[config.mk]
export PLATFORM = sky130hd
export DESIGN_NAME = vga_avn_arbiter
export DESIGN_NICKNAME = d
export VERILOG_FILES = /design/src/rtl/vga_avn_pkg.sv /design/src/rtl/vga_fifo.sv /design/src/rtl/vga_avn_arbiter.sv
export SDC_FILE = /design/constraint.sdc
export NUM_CORES = 1
export LEC_CHECK = 0
export CAP_MARGIN = 20
export CORE_MARGIN = 1.5
export CORE_UTILIZATION = 25
export DETAILED_ROUTE_END_ITERATION = 16
export PLACE_DENSITY = 0.72
export RECOVER_POWER = 100
export SLEW_MARGIN = 20
export SYNTH_ARGS = -nofsm -noshare
export SYNTH_HDL_FRONTEND = slang
export SYNTH_SLANG_ARGS = --single-unit
[constraint.sdc]
create_clock -name clk -period 4.05 [get_ports clk]
set_input_delay 1.0125 -clock clk [delete_from_list [all_inputs] [get_ports clk]]
set_output_delay 1.0125 -clock clk [all_outputs]
set_load 0.02 [all_outputs]
[src/rtl/vga_avn_pkg.sv]
// Shared constants for the VGA Avalon-MM arbiter and the tops that instantiate it.
package vga_avn_pkg;
    localparam int ARB_FIXED = 0;
    localparam int ARB_RR    = 1;
endpackage

[src/rtl/vga_fifo.sv]
// Small synchronous FIFO. Here it holds the port tags of reads that have been issued
// and not yet answered.
module vga_fifo #(
    parameter int WIDTH = 1,
    parameter int DEPTH = 4
) (
    input  logic             clk,
    input  logic             rst,
    input  logic             i_push,
    input  logic [WIDTH-1:0] i_data,
    input  logic             i_pop,
    output logic [WIDTH-1:0] o_data,
    output logic             o_full,
    output logic             o_empty
);
    localparam int AW = (DEPTH > 1) ? $clog2(DEPTH) : 1;
    localparam int CW = $clog2(DEPTH + 1);

    logic [WIDTH-1:0] r_mem [DEPTH];
    logic [AW-1:0]    r_wr_ptr;
    logic [AW-1:0]    r_rd_ptr;
    logic [CW-1:0]    r_count;
    logic             w_push;
    logic             w_pop;

    function automatic logic [AW-1:0] ptr_next(input logic [AW-1:0] p);
        return (p == AW'(DEPTH - 1)) ? '0 : p + 1'b1;
    endfunction

    assign o_full  = (r_count == CW'(DEPTH));
    assign o_empty = (r_count == '0);
    assign o_data  = r_mem[r_rd_ptr];
    assign w_push  = i_push & ~o_full;
    assign w_pop   = i_pop & ~o_empty;

    // NOTE: sequential state uses non-blocking assignments only, so every register
    // samples the pre-edge values and simulation matches the synthesized flops.
    always_ff @(posedge clk or posedge rst) begin
        if (rst) begin
            r_wr_ptr <= '0;
            r_rd_ptr <= '0;
            r_count  <= '0;
        end else begin
            if (w_push) r_wr_ptr <= ptr_next(r_wr_ptr);
            if (w_pop)  r_rd_ptr <= ptr_next(r_rd_ptr);
            case ({w_push, w_pop})
                2'b10:   r_count <= r_count + 1'b1;
                2'b01:   r_count <= r_count - 1'b1;
                default: r_count <= r_count;
            endcase
        end
    end

    // NOTE: the storage array is deliberately not reset; pointers and count decide which
    // entries are valid, and leaving it unreset lets it map onto plain RAM/LUT storage.
    always_ff @(posedge clk) begin
        if (w_push) r_mem[r_wr_ptr] <= i_data;
    end
endmodule

[src/rtl/vga_avn_arbiter.sv]
// N-port Avalon-MM arbiter in front of one memory port: fixed-priority or round-robin
// grant, grant lock across waitrequest, and tag-FIFO routing of read responses.
module vga_avn_arbiter
    import vga_avn_pkg::*;
#(
    parameter int AVN_AW       = 18,
    parameter int AVN_DW       = 16,
    parameter int NPORT        = 2,
    parameter int PENDING_READ = 4,
    parameter int ARB_MODE     = ARB_FIXED
) (
    input  logic                        clk,
    input  logic                        rst,
    input  logic [NPORT-1:0]            port_avn_read,
    input  logic [NPORT-1:0]            port_avn_write,
    input  logic [NPORT*AVN_AW-1:0]     port_avn_address,
    input  logic [NPORT*AVN_DW-1:0]     port_avn_writedata,
    input  logic [NPORT*(AVN_DW/8)-1:0] port_avn_byteenable,
    output logic [NPORT-1:0]            port_avn_waitrequest,
    output logic [NPORT-1:0]            port_avn_readdatavalid,
    output logic [AVN_DW-1:0]           port_avn_readdata,
    output logic                        out_avn_read,
    output logic                        out_avn_write,
    output logic [AVN_AW-1:0]           out_avn_address,
    output logic [AVN_DW-1:0]           out_avn_writedata,
    output logic [AVN_DW/8-1:0]         out_avn_byteenable,
    input  logic [AVN_DW-1:0]           out_avn_readdata,
    input  logic                        out_avn_readdatavalid,
    input  logic                        out_avn_waitrequest,
    output logic                        err_orphan_rsp
);
    localparam int PW = $clog2(NPORT);
    localparam int BW = AVN_DW / 8;

    logic             w_fifo_full;
    logic             w_fifo_empty;
    logic [PW-1:0]    w_fifo_head;
    logic [NPORT-1:0] w_eligible;
    logic [PW-1:0]    w_winner;
    logic [PW-1:0]    w_idx;
    logic             w_found;
    logic [PW-1:0]    w_grant;
    logic             w_active;
    logic             w_req;
    logic             w_accept;
    logic             r_grant_lock;
    logic [PW-1:0]    r_grant_id;
    logic [PW-1:0]    r_rr_ptr;
    logic             r_err_orphan;

    function automatic logic [PW-1:0] port_next(input logic [PW-1:0] p);
        return (p == PW'(NPORT - 1)) ? '0 : p + 1'b1;
    endfunction

    assign w_eligible = port_avn_write | (port_avn_read & {NPORT{~w_fifo_full}});

    // NOTE: every variable gets a default at the top of the block so no path leaves
    // one unassigned, which would otherwise infer a latch.
    always_comb begin
        w_winner = '0;
        w_found  = 1'b0;
        w_idx    = r_rr_ptr;
        if (ARB_MODE == ARB_RR) begin
            for (int k = 0; k < NPORT; k++) begin
                if (!w_found && w_eligible[w_idx]) begin
                    w_winner = w_idx;
                    w_found  = 1'b1;
                end
                w_idx = port_next(w_idx);
            end
        end else begin
            for (int i = 0; i < NPORT; i++) begin
                if (w_eligible[i]) w_winner = PW'(i);
            end
        end
    end

    // A stalled grant stays with its port until the memory accepts it.
    assign w_grant  = r_grant_lock ? r_grant_id : w_winner;
    assign w_active = r_grant_lock | (|w_eligible);

    assign out_avn_read       = w_active & port_avn_read[w_grant];
    assign out_avn_write      = w_active & port_avn_write[w_grant];
    assign out_avn_address    = port_avn_address[w_grant*AVN_AW +: AVN_AW];
    assign out_avn_writedata  = port_avn_writedata[w_grant*AVN_DW +: AVN_DW];
    assign out_avn_byteenable = port_avn_byteenable[w_grant*BW +: BW];

    assign w_req    = out_avn_read | out_avn_write;
    assign w_accept = w_req & ~out_avn_waitrequest;

    always_comb begin
        port_avn_waitrequest   = '1;
        port_avn_readdatavalid = '0;
        for (int i = 0; i < NPORT; i++) begin
            port_avn_waitrequest[i]   = ~(w_active & (w_grant == PW'(i))) | out_avn_waitrequest
                                        | (port_avn_read[i] & w_fifo_full);
            port_avn_readdatavalid[i] = out_avn_readdatavalid & ~w_fifo_empty
                                        & (w_fifo_head == PW'(i));
        end
    end

    assign port_avn_readdata = out_avn_readdata;
    assign err_orphan_rsp    = r_err_orphan;

    always_ff @(posedge clk or posedge rst) begin
        if (rst) begin
            r_grant_lock <= 1'b0;
            r_grant_id   <= '0;
            r_rr_ptr     <= '0;
            r_err_orphan <= 1'b0;
        end else begin
            r_grant_lock <= w_req & out_avn_waitrequest;
            if (w_req & out_avn_waitrequest) r_grant_id <= w_grant;
            if (w_accept && (ARB_MODE == ARB_RR)) r_rr_ptr <= port_next(w_grant);
            if (out_avn_readdatavalid & w_fifo_empty) r_err_orphan <= 1'b1;
        end
    end

    vga_fifo #(
        .WIDTH (PW),
        .DEPTH (PENDING_READ)
    ) u_tag_fifo (
        .clk     (clk),
        .rst     (rst),
        .i_push  (w_accept & out_avn_read),
        .i_data  (w_grant),
        .i_pop   (out_avn_readdatavalid),
        .o_data  (w_fifo_head),
        .o_full  (w_fifo_full),
        .o_empty (w_fifo_empty)
    );
endmodule

## Yosys cells after proc, flatten, opt, wreduce, memory -nomap -nowiden

Memories as Yosys holds them, arrays and structs flattened.
Cells that the tools add are included.

| storage, ports and cells | value |
|---|---|
| register bits | 10 |
| memory bits (writable) | 4 |
| input bits | 96 |
| output and inout port bits | 59 |
| logic and storage cells | 64 |
| memories kept | 1 |

| operators by class | value |
|---|---|
| add/sub/neg operators | 4 |
| multiply operators | 1 |
| magnitude comparators | 1 |
| equality and inequality tests | 5 |
| shift operators | 3 |
| muxes and demuxes | 11 |
| bitwise gates (word level) | 29 |
| reductions and logical operators | 3 |

Memory list:

| name | depth | bits a word | rd ports | clocked after memory_dff | wr ports | RTL line | RTL |
|---|---|---|---|---|---|---|---|
| u_tag_fifo.r_mem | 4 | 1 | 1 | 0 | 1 | vga_fifo.sv:19 | `logic [WIDTH-1:0] r_mem [DEPTH];` |

Operators with widths:

| cell | number |
|---|---|
| 36-bit by 7-bit indexed part select with 18-bit output | 1 |
| 32-bit by 6-bit indexed part select with 16-bit output | 1 |
| 1-bit bitwise AND | 14 |
| 1-bit 2-to-1 mux | 8 |
| 1-bit inverter | 7 |
| 2-bit equality test (second input constant) | 3 |
| 1-bit OR | 6 |
| 3-bit case mux with 2 select lines | 1 |
| 1-bit by 4-bit multiplier with 5-bit output (second input constant) | 1 |
| 2-bit by 1-bit adder with 2-bit output (second input constant) | 2 |
| 2-bit 2-to-1 mux | 2 |
| 4-bit by 3-bit indexed part select with 2-bit output | 1 |
| 3-bit by 1-bit adder with 3-bit output (second input constant) | 1 |
| 3-bit equality test (second input constant) | 1 |
| 3-bit zero test | 1 |
| 3-bit by 1-bit subtractor with 3-bit output (second input constant) | 1 |
| 2-bit bitwise AND | 1 |
| 2-bit by 1-bit equality test with 1-bit output (second input constant) | 1 |
| 1-bit by 2-bit less-than comparator with 1-bit output (second input constant) | 1 |
| 2-bit OR | 1 |
| 2-bit nonzero test | 1 |
| 2-bit OR reduction | 1 |

## Longest topological paths before layout

Gate-level depths: netlist of run 1.

| depth | value |
|---|---|
| depth in word-level cells | 15 |
| mapped depth | 10 |
| depth with buffers taken out | 10 |

## Hierarchy

From an unflattened synthesis of run 1, not the netlist that was laid out.

| unflattened totals | value |
|---|---|
| cells, all modules | 136 |
| area total of the unflattened synthesis | 1442.6 um^2 |

Modules (own cells, without submodules):

| module | instances | cells each | area an instance (um^2) | sequential area each (um^2) |
|---|---|---|---|---|
| vga_avn_arbiter | 1 | 90 | 837.1 | 75.1 |
| vga_fifo | 1 | 46 | 605.6 | 295.3 |

## Worst setup path before layout of run 1

No wires, ideal clock.

| path | value |
|---|---|
| kind | input to output |
| start point | in port_avn_read[1] |
| end point | out out_avn_address[2] |
| arrival time | 1914 ps |
| data required time | 3038 ps |
| slack | 1123 ps |
| stages | 4 |
| path buffers | 1 |
| path through | nand2_1 > a21oi_1 > buf_2 > mux2_2 |

| on the way | value |
|---|---|
| word-level cells in the longest chain between the ends | 6 |

Ends and longest elaborated chain:

| item | RTL line | RTL |
|---|---|---|
| start: declaration | vga_avn_arbiter.sv:14 | `input logic [NPORT-1:0] port_avn_read,` |
| 2-bit bitwise AND | vga_avn_arbiter.sv:55 | `assign w_eligible = port_avn_write \| (port_avn_read & {NPORT{~w_fifo_full}});` |
| 2-bit OR | vga_avn_arbiter.sv:55 |  |
| 1-bit 2-to-1 mux | vga_avn_arbiter.sv:73 | `if (w_eligible[i]) w_winner = PW'(i);` |
| 1-bit 2-to-1 mux | vga_avn_arbiter.sv:79 | `assign w_grant = r_grant_lock ? r_grant_id : w_winner;` |
| via u_tag_fifo.i_data | vga_fifo.sv:10 | `input logic [WIDTH-1:0] i_data,` |
| 1-bit by 4-bit multiplier with 5-bit output | vga_avn_arbiter.sv:84 | `assign out_avn_address = port_avn_address[w_grant*AVN_AW +: AVN_AW];` |
| 36-bit by 7-bit indexed part select with 18-bit output | vga_avn_arbiter.sv:84 |  |
| end: declaration | vga_avn_arbiter.sv:24 | `output logic [AVN_AW-1:0] out_avn_address,` |

The timed path passes the listed nets, and every way through them passes these cells.

## Worst setup path in the final report of run 1

| path | value |
|---|---|
| start point | in port_avn_read[1] |
| end point | out out_avn_writedata[4] |

| on the way | value |
|---|---|
| word-level cells in the longest chain between the ends | 5 |

Ends and longest elaborated chain:

| item | RTL line | RTL |
|---|---|---|
| 2-bit bitwise AND | vga_avn_arbiter.sv:55 |  |
| 2-bit OR | vga_avn_arbiter.sv:55 |  |
| 1-bit 2-to-1 mux | vga_avn_arbiter.sv:73 |  |
| 1-bit 2-to-1 mux | vga_avn_arbiter.sv:79 |  |
| 32-bit by 6-bit indexed part select with 16-bit output | vga_avn_arbiter.sv:85 | `assign out_avn_writedata = port_avn_writedata[w_grant*AVN_DW +: AVN_DW];` |
| end: declaration | vga_avn_arbiter.sv:25 | `output logic [AVN_DW-1:0] out_avn_writedata,` |

Every way passes these cells.

==> run_summary.xml, run 1 <==
<?xml version="1.0" encoding="UTF-8"?>
<metrics>
  <group name="place">
    <metric name="dp.cells" unit="">320</metric>
    <metric name="place.port_buffers" unit="">122</metric>
    <metric name="setup_ws_pre_cts" unit="ns">0.107</metric>
    <metric name="detailedPlacementHpwl" unit="um">3450</metric>
    <metric name="globalplace.congestion" unit="">0.870</metric>
  </group>
  <group name="clocking">
    <metric name="cts_max_level" unit="">1</metric>
    <metric name="clk-insertion-delay-late" unit="ns">0.24</metric>
    <metric name="cts_buffers" unit="">3</metric>
    <metric name="postCtsSetupRepairBufs" unit="">0</metric>
    <metric name="clk_path_buf_depth" unit="">2</metric>
    <metric name="cts.root.buffer_cell" unit="">clkbuf_8</metric>
    <metric name="cts.repair.resized" unit="">0</metric>
    <metric name="tritoncts" unit="">done</metric>
    <metric name="worst_setup_hold_path_clk_slew" unit="ns">0.05</metric>
    <metric name="clkSinkCount" unit="">14</metric>
    <metric name="postCtsHoldBufs" unit="">0</metric>
  </group>
  <group name="power_and_ir_drop">
    <metric name="pwr-share-seq" unit="%">24.3</metric>
    <metric name="leakage" unit="nW">1.09</metric>
    <metric name="power-per-cell-area" unit="nW/um^2">381</metric>
    <metric name="clkPwrFrac" unit="%">11.2</metric>
    <metric name="design_power_total" unit="mW">1.03</metric>
    <metric name="power_report.internal_total" unit="mW">0.643</metric>
    <metric name="share_comb_of_total_power" unit="%">64.5</metric>
    <metric name="switch_share" unit="%">37.6</metric>
    <metric name="power.ir.vdd_worst" unit="V">0.000229</metric>
    <metric name="net-switching-power" unit="mW">0.387</metric>
  </group>
  <group name="timing">
    <metric name="setup_slack" unit="ns">0.109</metric>
    <metric name="max_freq" unit="MHz">254</metric>
    <metric name="fin_skew" unit="ns">0.00204</metric>
    <metric name="final-max-slew-violation-count" unit="">0</metric>
    <metric name="hold_viol" unit="">0</metric>
    <metric name="grt_setup_unrepaired" unit="">false</metric>
    <metric name="min_period" unit="ns">3.94</metric>
    <metric name="setup_violations" unit="">0</metric>
    <metric name="max_slew_margin" unit="%">73.2</metric>
    <metric name="fin_crit_sh" unit="%">97.3</metric>
    <metric name="transition_time_at_the_pin_with_the_least_slew_margin" unit="ns">0.399</metric>
    <metric name="timing.setup.tns" unit="ns">0</metric>
  </group>
  <group name="setup_path">
    <metric name="cp_data_arrival_time" unit="ns">2.93</metric>
    <metric name="setup.worst_path.start" unit="">port_avn_read[1]</metric>
    <metric name="critical_path_class" unit="">input port to primary output</metric>
    <metric name="path_common_cell" unit="">clkdlybuf4s50_1</metric>
    <metric name="timing.critical_path.to_type" unit="">primary output</metric>
    <metric name="worstReg2RegStart" unit="">r_grant_lock</metric>
    <metric name="crit_chain" unit="">clkdlybuf4s50_1 &gt; nand2_1 &gt; a21oi_4 &gt; buf_12 &gt; mux2_2 &gt; clkdlybuf4s50_1</metric>
    <metric name="crit_required" unit="ns">3.04</metric>
    <metric name="cp-start-kind" unit="">input port</metric>
    <metric name="crit_fanout" unit="">31</metric>
    <metric name="critical_path.max_stage_delay" unit="ns">0.54</metric>
    <metric name="r2r_slack" unit="ns">1.73</metric>
    <metric name="cpMaxStageDelayCell" unit="">clkdlybuf4s50_1</metric>
  </group>
  <group name="final_layout">
    <metric name="layout_commonest_cell" unit="">clkdlybuf4s50_1</metric>
    <metric name="post_route_cells_drive_above_1_share" unit="%">20.2</metric>
    <metric name="area_growth_syn_to_layout" unit="%">88.6</metric>
    <metric name="finalNetCount" unit="">356</metric>
    <metric name="antenna-diode-count" unit="">0</metric>
    <metric name="mostFrequentLayoutCells" unit="">clkdlybuf4s50_1, mux2_2, inv_1, dfrtp_1, dlygate4sd3_1</metric>
    <metric name="final-instance-count-excl-fill" unit="">324</metric>
    <metric name="n_fill_cell" unit="">516</metric>
    <metric name="layout.core_utilization" unit="%">49.1</metric>
  </group>
  <group name="hold_path">
    <metric name="min-delay-start" unit="">err_orphan_rsp</metric>
    <metric name="min-delay-path-class" unit="">flip-flop to flip-flop</metric>
  </group>
  <group name="synth">
    <metric name="post_synth_inst_count" unit="">142</metric>
    <metric name="seq_area_frac_synth" unit="%">25.8</metric>
    <metric name="syn-cell-area" unit="um^2">1430</metric>
    <metric name="postSynthRegisterBits" unit="">14</metric>
    <metric name="synth_fp_nets" unit="">245</metric>
    <metric name="yosysWarningCount" unit="">0</metric>
    <metric name="synth_top_cells_by_area" unit="">mux2_2, dfrtp_1, buf_4, edfxtp_1, ha_1</metric>
    <metric name="synth_top_cell_area_share" unit="%">30.6</metric>
    <metric name="yosysTopAreaCell" unit="">mux2_2</metric>
    <metric name="avgSynthCellArea" unit="um^2">10.1</metric>
    <metric name="netlist-cell-type-count" unit="">34</metric>
  </group>
  <group name="flow_run">
    <metric name="max_cap_violation_count" unit="">0</metric>
  </group>
  <group name="global_route">
    <metric name="first_global_vias" unit="">1412</metric>
    <metric name="grtUsageTotal" unit="%">12.5</metric>
    <metric name="largest_net_degree_at_the_start_of_global_routing" unit="">32</metric>
    <metric name="global_route_wire_length_before_repair" unit="um">6270</metric>
    <metric name="grt_residual_overflow" unit="">0</metric>
    <metric name="grt_antenna_before_repair" unit="">0</metric>
  </group>
  <group name="die">
    <metric name="die_width" unit="um">78.7</metric>
    <metric name="die-height" unit="um">78.7</metric>
    <metric name="initial_utilization" unit="%">26.0</metric>
    <metric name="core" unit="um^2">5510</metric>
    <metric name="fp.dieArea" unit="um^2">6200</metric>
    <metric name="fp_rows" unit="">27</metric>
    <metric name="io_pins" unit="">155</metric>
  </group>
  <group name="detailed_routing">
    <metric name="detail_route.vias_per_cell" unit="">4.45</metric>
    <metric name="ant_nets" unit="">0</metric>
    <metric name="route.vias.total" unit="">1442</metric>
    <metric name="post_drt_wl_per_cell" unit="um">12.7</metric>
    <metric name="drcViolationCount" unit="">0</metric>
    <metric name="drtPass1Iterations" unit="">5</metric>
    <metric name="drt_iter0_drc" unit="">37</metric>
    <metric name="detail_route.wirelength" unit="um">4110</metric>
  </group>
  <group name="run_status">
    <metric name="run_status" unit="">finished clean</metric>
  </group>
</metrics>
[Yosys cell counts]
master,instances
a2111oi_4,1
a211oi_1,1
a21boi_0,1
a21o_1,2
a21oi_1,3
a22o_1,1
a311o_1,1
a31oi_1,1
and2_1,4
buf_2,4
buf_4,16
dfrtp_1,10
edfxtp_1,4
fa_1,1
ha_1,6
inv_1,12
mux2_2,39
mux4_2,1
nand2_1,4
nand2b_1,2
nor2_1,8
nor2b_1,3
nor3_1,4
nor3b_1,1
o211a_1,1
o211ai_1,1
o21a_1,1
o21ai_0,2
o22a_1,1
or3_1,1
or3_2,1
or3b_4,1
xnor2_1,1
xor2_1,2
[stage by stage]
step	hold WS [ns]	area (um^2)
final	0.456	2700
after global routing	0.479	2700
after CTS	0.460	2700
after detailed placement	0.448	2660
after global placement	0.437	2660
after floorplan	0.470	1430
[cell families after synthesis]
| family | count (synthesis) | synth area share, % |
|---|---|---|
| flops | 14 | 25.8 |
| xor+xnor | 3 | 1.83 |
| compound gates | 17 | 9.86 |
| fa+ha+maj | 7 | 6.63 |
| buf+inv | 32 | 12.9 |
| simple gates | 29 | 10.7 |
| mux | 40 | 32.2 |
[flip-flops by register name (all words and copies together) (netlist names)]
signal and cells:
u_tag_fifo.r_mem 4, u_tag_fifo.r_count 3, u_tag_fifo.r_rd_ptr 2, u_tag_fifo.r_wr_ptr 2, err_orphan_rsp 1, r_grant_id 1, r_grant_lock 1
[critical path, delay by kind of cell]
| kind | cells | cell delay, ns |
|---|---|---|
| AOI/OAI and AO/OA | 1 | 0.19 |
| buffers and inverters | 3 | 1.21 |
| muxes | 1 | 0.37 |
| and+or+nand+nor | 1 | 0.12 |
[path summary, 6_finish.rpt]
kind / endpoint / cells after the start
hold / removal: err_orphan_rsp / 1
setup reg to reg: u_tag_fifo.r_count[2] / 10
hold reg to reg: err_orphan_rsp / 1
min in group asynchronous: u_tag_fifo.r_wr_ptr[1] / 2
max in group asynchronous: u_tag_fifo.r_count[0] / 2
setup / recovery: out_avn_writedata[4] / 6
[power by group through the flow]
stage | Combinational [mW] | Clock [mW] | Sequential, mW
global placement | 0.668 | 0 | 0.251
finish | 0.664 | 0.115 | 0.251
global route | 0.727 | 0.125 | 0.258
CTS | 0.682 | 0.117 | 0.251
detailed placement | 0.680 | 0 | 0.251
floorplan | 0.419 | 0 | 0.245
[layer usage]
layer  global-route usage [%]  share of wire, %  vias to the layer above
met5                        0                 0                        -
met1                     14.4                38                      656
met2                     22.9                53                       77
met4                     2.32              0.88                        0
li1                         -                 -                      703
met3                     3.68               9.0                        6
[cell type report]
cell class	instances	area, um^2	share of cell area, %
timing repair buffer	126	1260	46.7
clock buffer	4	45.0	1.67
multi-input combinational	96	890	32.9
inverter	12	45.0	1.67
tap	72	90.1	3.33
sequential	14	370	13.7
No activity file was read; power rests on OpenSTA's default activity.
==> run 2: changes to the inputs <==
--- a/config.mk
+++ b/config.mk
@@ -5,10 +5,12 @@
 export SDC_FILE = /design/constraint.sdc
 export NUM_CORES = 1
 export LEC_CHECK = 0
+export ABC_AREA = 0
 export CAP_MARGIN = 20
 export CORE_MARGIN = 1.5
 export CORE_UTILIZATION = 25
 export DETAILED_ROUTE_END_ITERATION = 16
+export HOLD_SLACK_MARGIN = 0.05
 export PLACE_DENSITY = 0.72
 export RECOVER_POWER = 100
 export SLEW_MARGIN = 20
==> results of run 2 <==
Final layout, timing and power as in run 1 (identical DEF).
==> run 3: changes to the inputs <==
--- a/config.mk
+++ b/config.mk
@@ -5,13 +5,14 @@
 export SDC_FILE = /design/constraint.sdc
 export NUM_CORES = 1
 export LEC_CHECK = 0
-export ABC_AREA = 0
+export ABC_AREA = 1
 export CAP_MARGIN = 20
 export CORE_MARGIN = 1.5
 export CORE_UTILIZATION = 25
 export DETAILED_ROUTE_END_ITERATION = 16
+export GPL_TIMING_DRIVEN = 0
 export HOLD_SLACK_MARGIN = 0.05
-export PLACE_DENSITY = 0.72
+export PLACE_DENSITY = 0.71
 export RECOVER_POWER = 100
 export SLEW_MARGIN = 20
 export SYNTH_ARGS = -nofsm -noshare
==> run 3 against run 2 <==
  * Flip-flop and latch count unchanged
  * Combinational power increased by 45%
  * Final cell count rose by 37%
  * Count of clock-buffer cells in the layout is 1 lower
  * Die area increased by 2.9%
  * Sequential power is 2% lower
  * Global-route usage grew 3.1 points
  * Total power rose by 29%
  * Via count rose by 30%
  * Synthesized area increased by 3.0%
  * Routed wire length rose by 24%
  * Critical path type unchanged
  * Critical endpoint is now out_avn_writedata[13]
  * Largest power group unchanged
  * Highest routed layer unchanged
==> run_summary.xml, run 3 <==
<?xml version="1.0" encoding="UTF-8"?>
<metrics>
  <group name="final_layout">
    <metric name="mostFrequentLayoutCells" unit="">nand2_1, clkdlybuf4s50_1, dlygate4sd3_1, inv_1, buf_4</metric>
    <metric name="top_regs" unit="">u_tag_fifo.r_mem: 4 flops, u_tag_fifo.r_count: 3 flops</metric>
    <metric name="area_growth_syn_to_layout" unit="%">101</metric>
    <metric name="n_fill_cell" unit="">536</metric>
    <metric name="max_flop_register" unit="">u_tag_fifo.r_mem</metric>
    <metric name="post_route_cells_drive_above_1_share" unit="%">9.65</metric>
    <metric name="antenna-diode-count" unit="">0</metric>
    <metric name="finalNetCount" unit="">477</metric>
    <metric name="layout_commonest_cell" unit="">nand2_1</metric>
    <metric name="largest_reg_flops" unit="">4</metric>
    <metric name="final-instance-count-excl-fill" unit="">445</metric>
  </group>
  <group name="timing">
    <metric name="transition_time_at_the_pin_with_the_least_slew_margin" unit="ns">0.361</metric>
    <metric name="final-max-slew-violation-count" unit="">0</metric>
    <metric name="setup_violations" unit="">0</metric>
    <metric name="timing.setup.tns" unit="ns">0</metric>
    <metric name="hold_viol" unit="">0</metric>
    <metric name="fin_skew" unit="ns">0.00182</metric>
    <metric name="max_freq" unit="MHz">255</metric>
    <metric name="min_period" unit="ns">3.91</metric>
    <metric name="max_slew_margin" unit="%">75.9</metric>
    <metric name="grt_setup_unrepaired" unit="">false</metric>
    <metric name="hold-worst-slack" unit="ns">0.487</metric>
    <metric name="fin_crit_sh" unit="%">96.7</metric>
  </group>
  <group name="global_route">
    <metric name="grt_antenna_before_repair" unit="">0</metric>
    <metric name="grt_residual_overflow" unit="">0</metric>
    <metric name="grtUsageTotal" unit="%">15.6</metric>
    <metric name="first_global_vias" unit="">1790</metric>
    <metric name="global_route_wire_length_before_repair" unit="um">7820</metric>
    <metric name="largest_net_degree_at_the_start_of_global_routing" unit="">14</metric>
  </group>
  <group name="place">
    <metric name="globalplace.congestion" unit="">0.783</metric>
    <metric name="place.port_buffers" unit="">138</metric>
    <metric name="dp.cells" unit="">441</metric>
    <metric name="detailedPlacementHpwl" unit="um">4470</metric>
  </group>
  <group name="synth">
    <metric name="synth_top_family_by_area" unit="">simple AND/OR/NAND/NOR gates</metric>
    <metric name="yosysTopAreaCell" unit="">nand2_1</metric>
    <metric name="share_of_the_synthesized_area_in_compound_gates_ao_oa_aoi_oai" unit="%">6.19</metric>
    <metric name="seq_area_frac_synth" unit="%">25.1</metric>
    <metric name="synth_fp_nets" unit="">334</metric>
    <metric name="synth-xor-area-share" unit="%">1.19</metric>
    <metric name="netlist-cell-type-count" unit="">27</metric>
    <metric name="post_synth_inst_count" unit="">231</metric>
    <metric name="fraction_of_registers_with_async_set_reset" unit="%">71.4</metric>
    <metric name="yosys.area_share.adder" unit="%">6.44</metric>
    <metric name="synth_simple_gate_area_share" unit="%">41.6</metric>
    <metric name="yosysWarningCount" unit="">0</metric>
    <metric name="synth_top_cell_area_share" unit="%">31.8</metric>
    <metric name="synth_top_cells_by_area" unit="">nand2_1, dfrtp_1, buf_4, edfxtp_1, inv_1</metric>
    <metric name="synth.most_common_cell" unit="">nand2_1</metric>
    <metric name="ys_top_cells_by_count" unit="">nand2_1, inv_1, buf_4</metric>
    <metric name="postSynth.topFlopCell" unit="">dfrtp_1</metric>
    <metric name="synth_enable_flop_cells" unit="">4</metric>
    <metric name="avgSynthCellArea" unit="um^2">6.39</metric>
    <metric name="postSynthRegisterBits" unit="">14</metric>
    <metric name="syn-cell-area" unit="um^2">1480</metric>
    <metric name="muxShareOfSynthArea" unit="%">0</metric>
  </group>
  <group name="detailed_routing">
    <metric name="drcViolationCount" unit="">0</metric>
    <metric name="met3_length" unit="um">579</metric>
    <metric name="drt_iter0_drc" unit="">61</metric>
    <metric name="detail_route.wirelength" unit="um">5120</metric>
    <metric name="detail_route.vias_per_cell" unit="">4.21</metric>
    <metric name="drtPass1Iterations" unit="">4</metric>
    <metric name="route.vias.total" unit="">1874</metric>
    <metric name="post_drt_wl_per_cell" unit="um">11.5</metric>
    <metric name="ant_nets" unit="">0</metric>
    <metric name="top_layer_used" unit="">met4</metric>
    <metric name="wl_met2" unit="um">2790</metric>
    <metric name="m1WireLength" unit="um">1710</metric>
  </group>
  <group name="setup_path">
    <metric name="critical_path.max_stage_delay" unit="ns">0.68</metric>
    <metric name="r2r_slack" unit="ns">1.65</metric>
    <metric name="crit_path_end" unit="">out_avn_writedata[13]</metric>
    <metric name="cp_data_arrival_time" unit="ns">2.90</metric>
    <metric name="crit_required" unit="ns">3.04</metric>
    <metric name="critical_path.n_buffers_inverters" unit="">4</metric>
    <metric name="setup.worst_path.start" unit="">port_avn_read[1]</metric>
    <metric name="rr_endpoint" unit="">u_tag_fifo.r_count[2]</metric>
    <metric name="worst_r2r_path_depth" unit="">13</metric>
    <metric name="crit_chain" unit="">clkdlybuf4s50_1 &gt; nand2_4 &gt; nand2_4 &gt; nand2_4 &gt; inv_2 &gt; buf_2 &gt; nand2_1 &gt; nand2_1 &gt; dlygate4sd3_1</metric>
    <metric name="worstReg2RegStart" unit="">u_tag_fifo.r_count[0]</metric>
    <metric name="path_common_cell" unit="">nand2_4</metric>
    <metric name="cp-start-kind" unit="">input port</metric>
    <metric name="timing.critical_path.to_type" unit="">primary output</metric>
    <metric name="critical_path_class" unit="">input port to primary output</metric>
    <metric name="worst_path_dominant_cell_family" unit="">buffers and inverters</metric>
    <metric name="crit_fanout" unit="">13</metric>
    <metric name="cpMaxStageDelayCell" unit="">dlygate4sd3_1</metric>
    <metric name="number_of_cells_on_the_critical_path" unit="">9</metric>
  </group>
  <group name="run_status">
    <metric name="run_status" unit="">finished clean</metric>
  </group>
  <group name="die">
    <metric name="fp_rows" unit="">27</metric>
    <metric name="core" unit="um^2">5610</metric>
    <metric name="die_width" unit="um">79.9</metric>
    <metric name="fp.dieArea" unit="um^2">6380</metric>
    <metric name="initial_utilization" unit="%">26.3</metric>
    <metric name="io_pins" unit="">155</metric>
    <metric name="die-height" unit="um">79.9</metric>
  </group>
  <group name="power_and_ir_drop">
    <metric name="leakage" unit="nW">1.47</metric>
    <metric name="power.ir.vdd_worst" unit="V">0.000249</metric>
    <metric name="power-per-cell-area" unit="nW/um^2">446</metric>
  </group>
  <group name="hold_path">
    <metric name="min-delay-path-class" unit="">flip-flop to flip-flop</metric>
    <metric name="min-delay-start" unit="">r_grant_id</metric>
  </group>
  <group name="clocking">
    <metric name="worst_setup_hold_path_clk_slew" unit="ns">0.05</metric>
    <metric name="cts.root.buffer_cell" unit="">clkbuf_8</metric>
    <metric name="tritoncts" unit="">done</metric>
    <metric name="clk-insertion-delay-late" unit="ns">0.24</metric>
    <metric name="cts_max_level" unit="">1</metric>
    <metric name="cts.repair.resized" unit="">0</metric>
    <metric name="cts_buffers" unit="">3</metric>
    <metric name="postCtsSetupRepairBufs" unit="">0</metric>
    <metric name="clkSinkCount" unit="">14</metric>
    <metric name="clk_path_buf_depth" unit="">2</metric>
    <metric name="postCtsHoldBufs" unit="">0</metric>
  </group>
  <group name="flow_run">
    <metric name="max_cap_violation_count" unit="">0</metric>
  </group>
</metrics>
[run 3: worst min-delay path by stage]
| stage | to | cells past startpoint |
|---|---|---|
| final | r_grant_id | 2 |
| after global routing | err_orphan_rsp | 1 |
| after CTS | r_grant_id | 2 |
| after detailed placement | r_grant_id | 2 |
| after global placement | r_grant_id | 2 |
| after floorplan | r_grant_id | 2 |
[run 3: cells by family (layout without fill, tap and decap cells)]
kind of cell | Yosys count | in the layout
flip-flops | 14 | 14
adder cells (fa/ha/maj) | 7 | 7
AND/OR/NAND/NOR | 145 | 145
XOR/XNOR | 2 | 2
buffers and inverters | 48 | 190
AO/OA/AOI/OAI | 15 | 15
[run 3: stage by stage]
| stage | cell area, um^2 | worst slack [ns] | utilization (%) | power (mW) |
|---|---|---|---|---|
| detailed placement | 2950 | 0.181 | 52.6 | 1.28 |
| finish | 2970 | 0.135 | 53.0 | 1.33 |
| global placement | 2950 | 0.215 | 52.6 | 1.26 |
| floorplan | 1480 | 1.20 | - | 0.838 |
| global route | 2970 | 0.0427 | 53.0 | 1.46 |
| CTS | 2990 | 0.181 | 53.4 | 1.40 |
[run 3: layout make-up]
type / count / area [um^2] / share of cell area, %
clock buffer: 3 / 41.3 / 1.39
timing repair buffer: 138 / 1380 / 46.5
buffer: 24 / 198 / 6.65
multi-input combinational: 169 / 798 / 26.9
inverter: 24 / 90.1 / 3.03
sequential: 14 / 370 / 12.5
tap: 72 / 90.1 / 3.03
clock inverter: 1 / 3.75 / 0.126
[run 3: layer usage]
metal	up-vias	global-route usage, %
met1	815	15.2
met3	5	7.09
li1	969	-
met2	85	30.0
met4	0	3.10
met5	-	0
[run 3: power by group]
group	total (mW)	switching, mW	leakage [nW]	internal [mW]
clock network	0.113	0.0460	0.0231	0.0670
logic	0.966	0.532	1.29	0.434
registers	0.247	0.0472	0.153	0.200
[run 3: worst register-to-register path: stages (launching register included)]
cell and delay (ns):
dfrtp_1 0.43, nor2_4 0.19, nand2_4 0.09, nand2_4 0.07, nand2_4 0.06, inv_1 0.06
nand2_1 0.07, nand4_1 0.29, ha_1 0.21, inv_1 0.06, fa_1 0.38, a21oi_1 0.14
o21ai_0 0.11, xor2_1 0.15
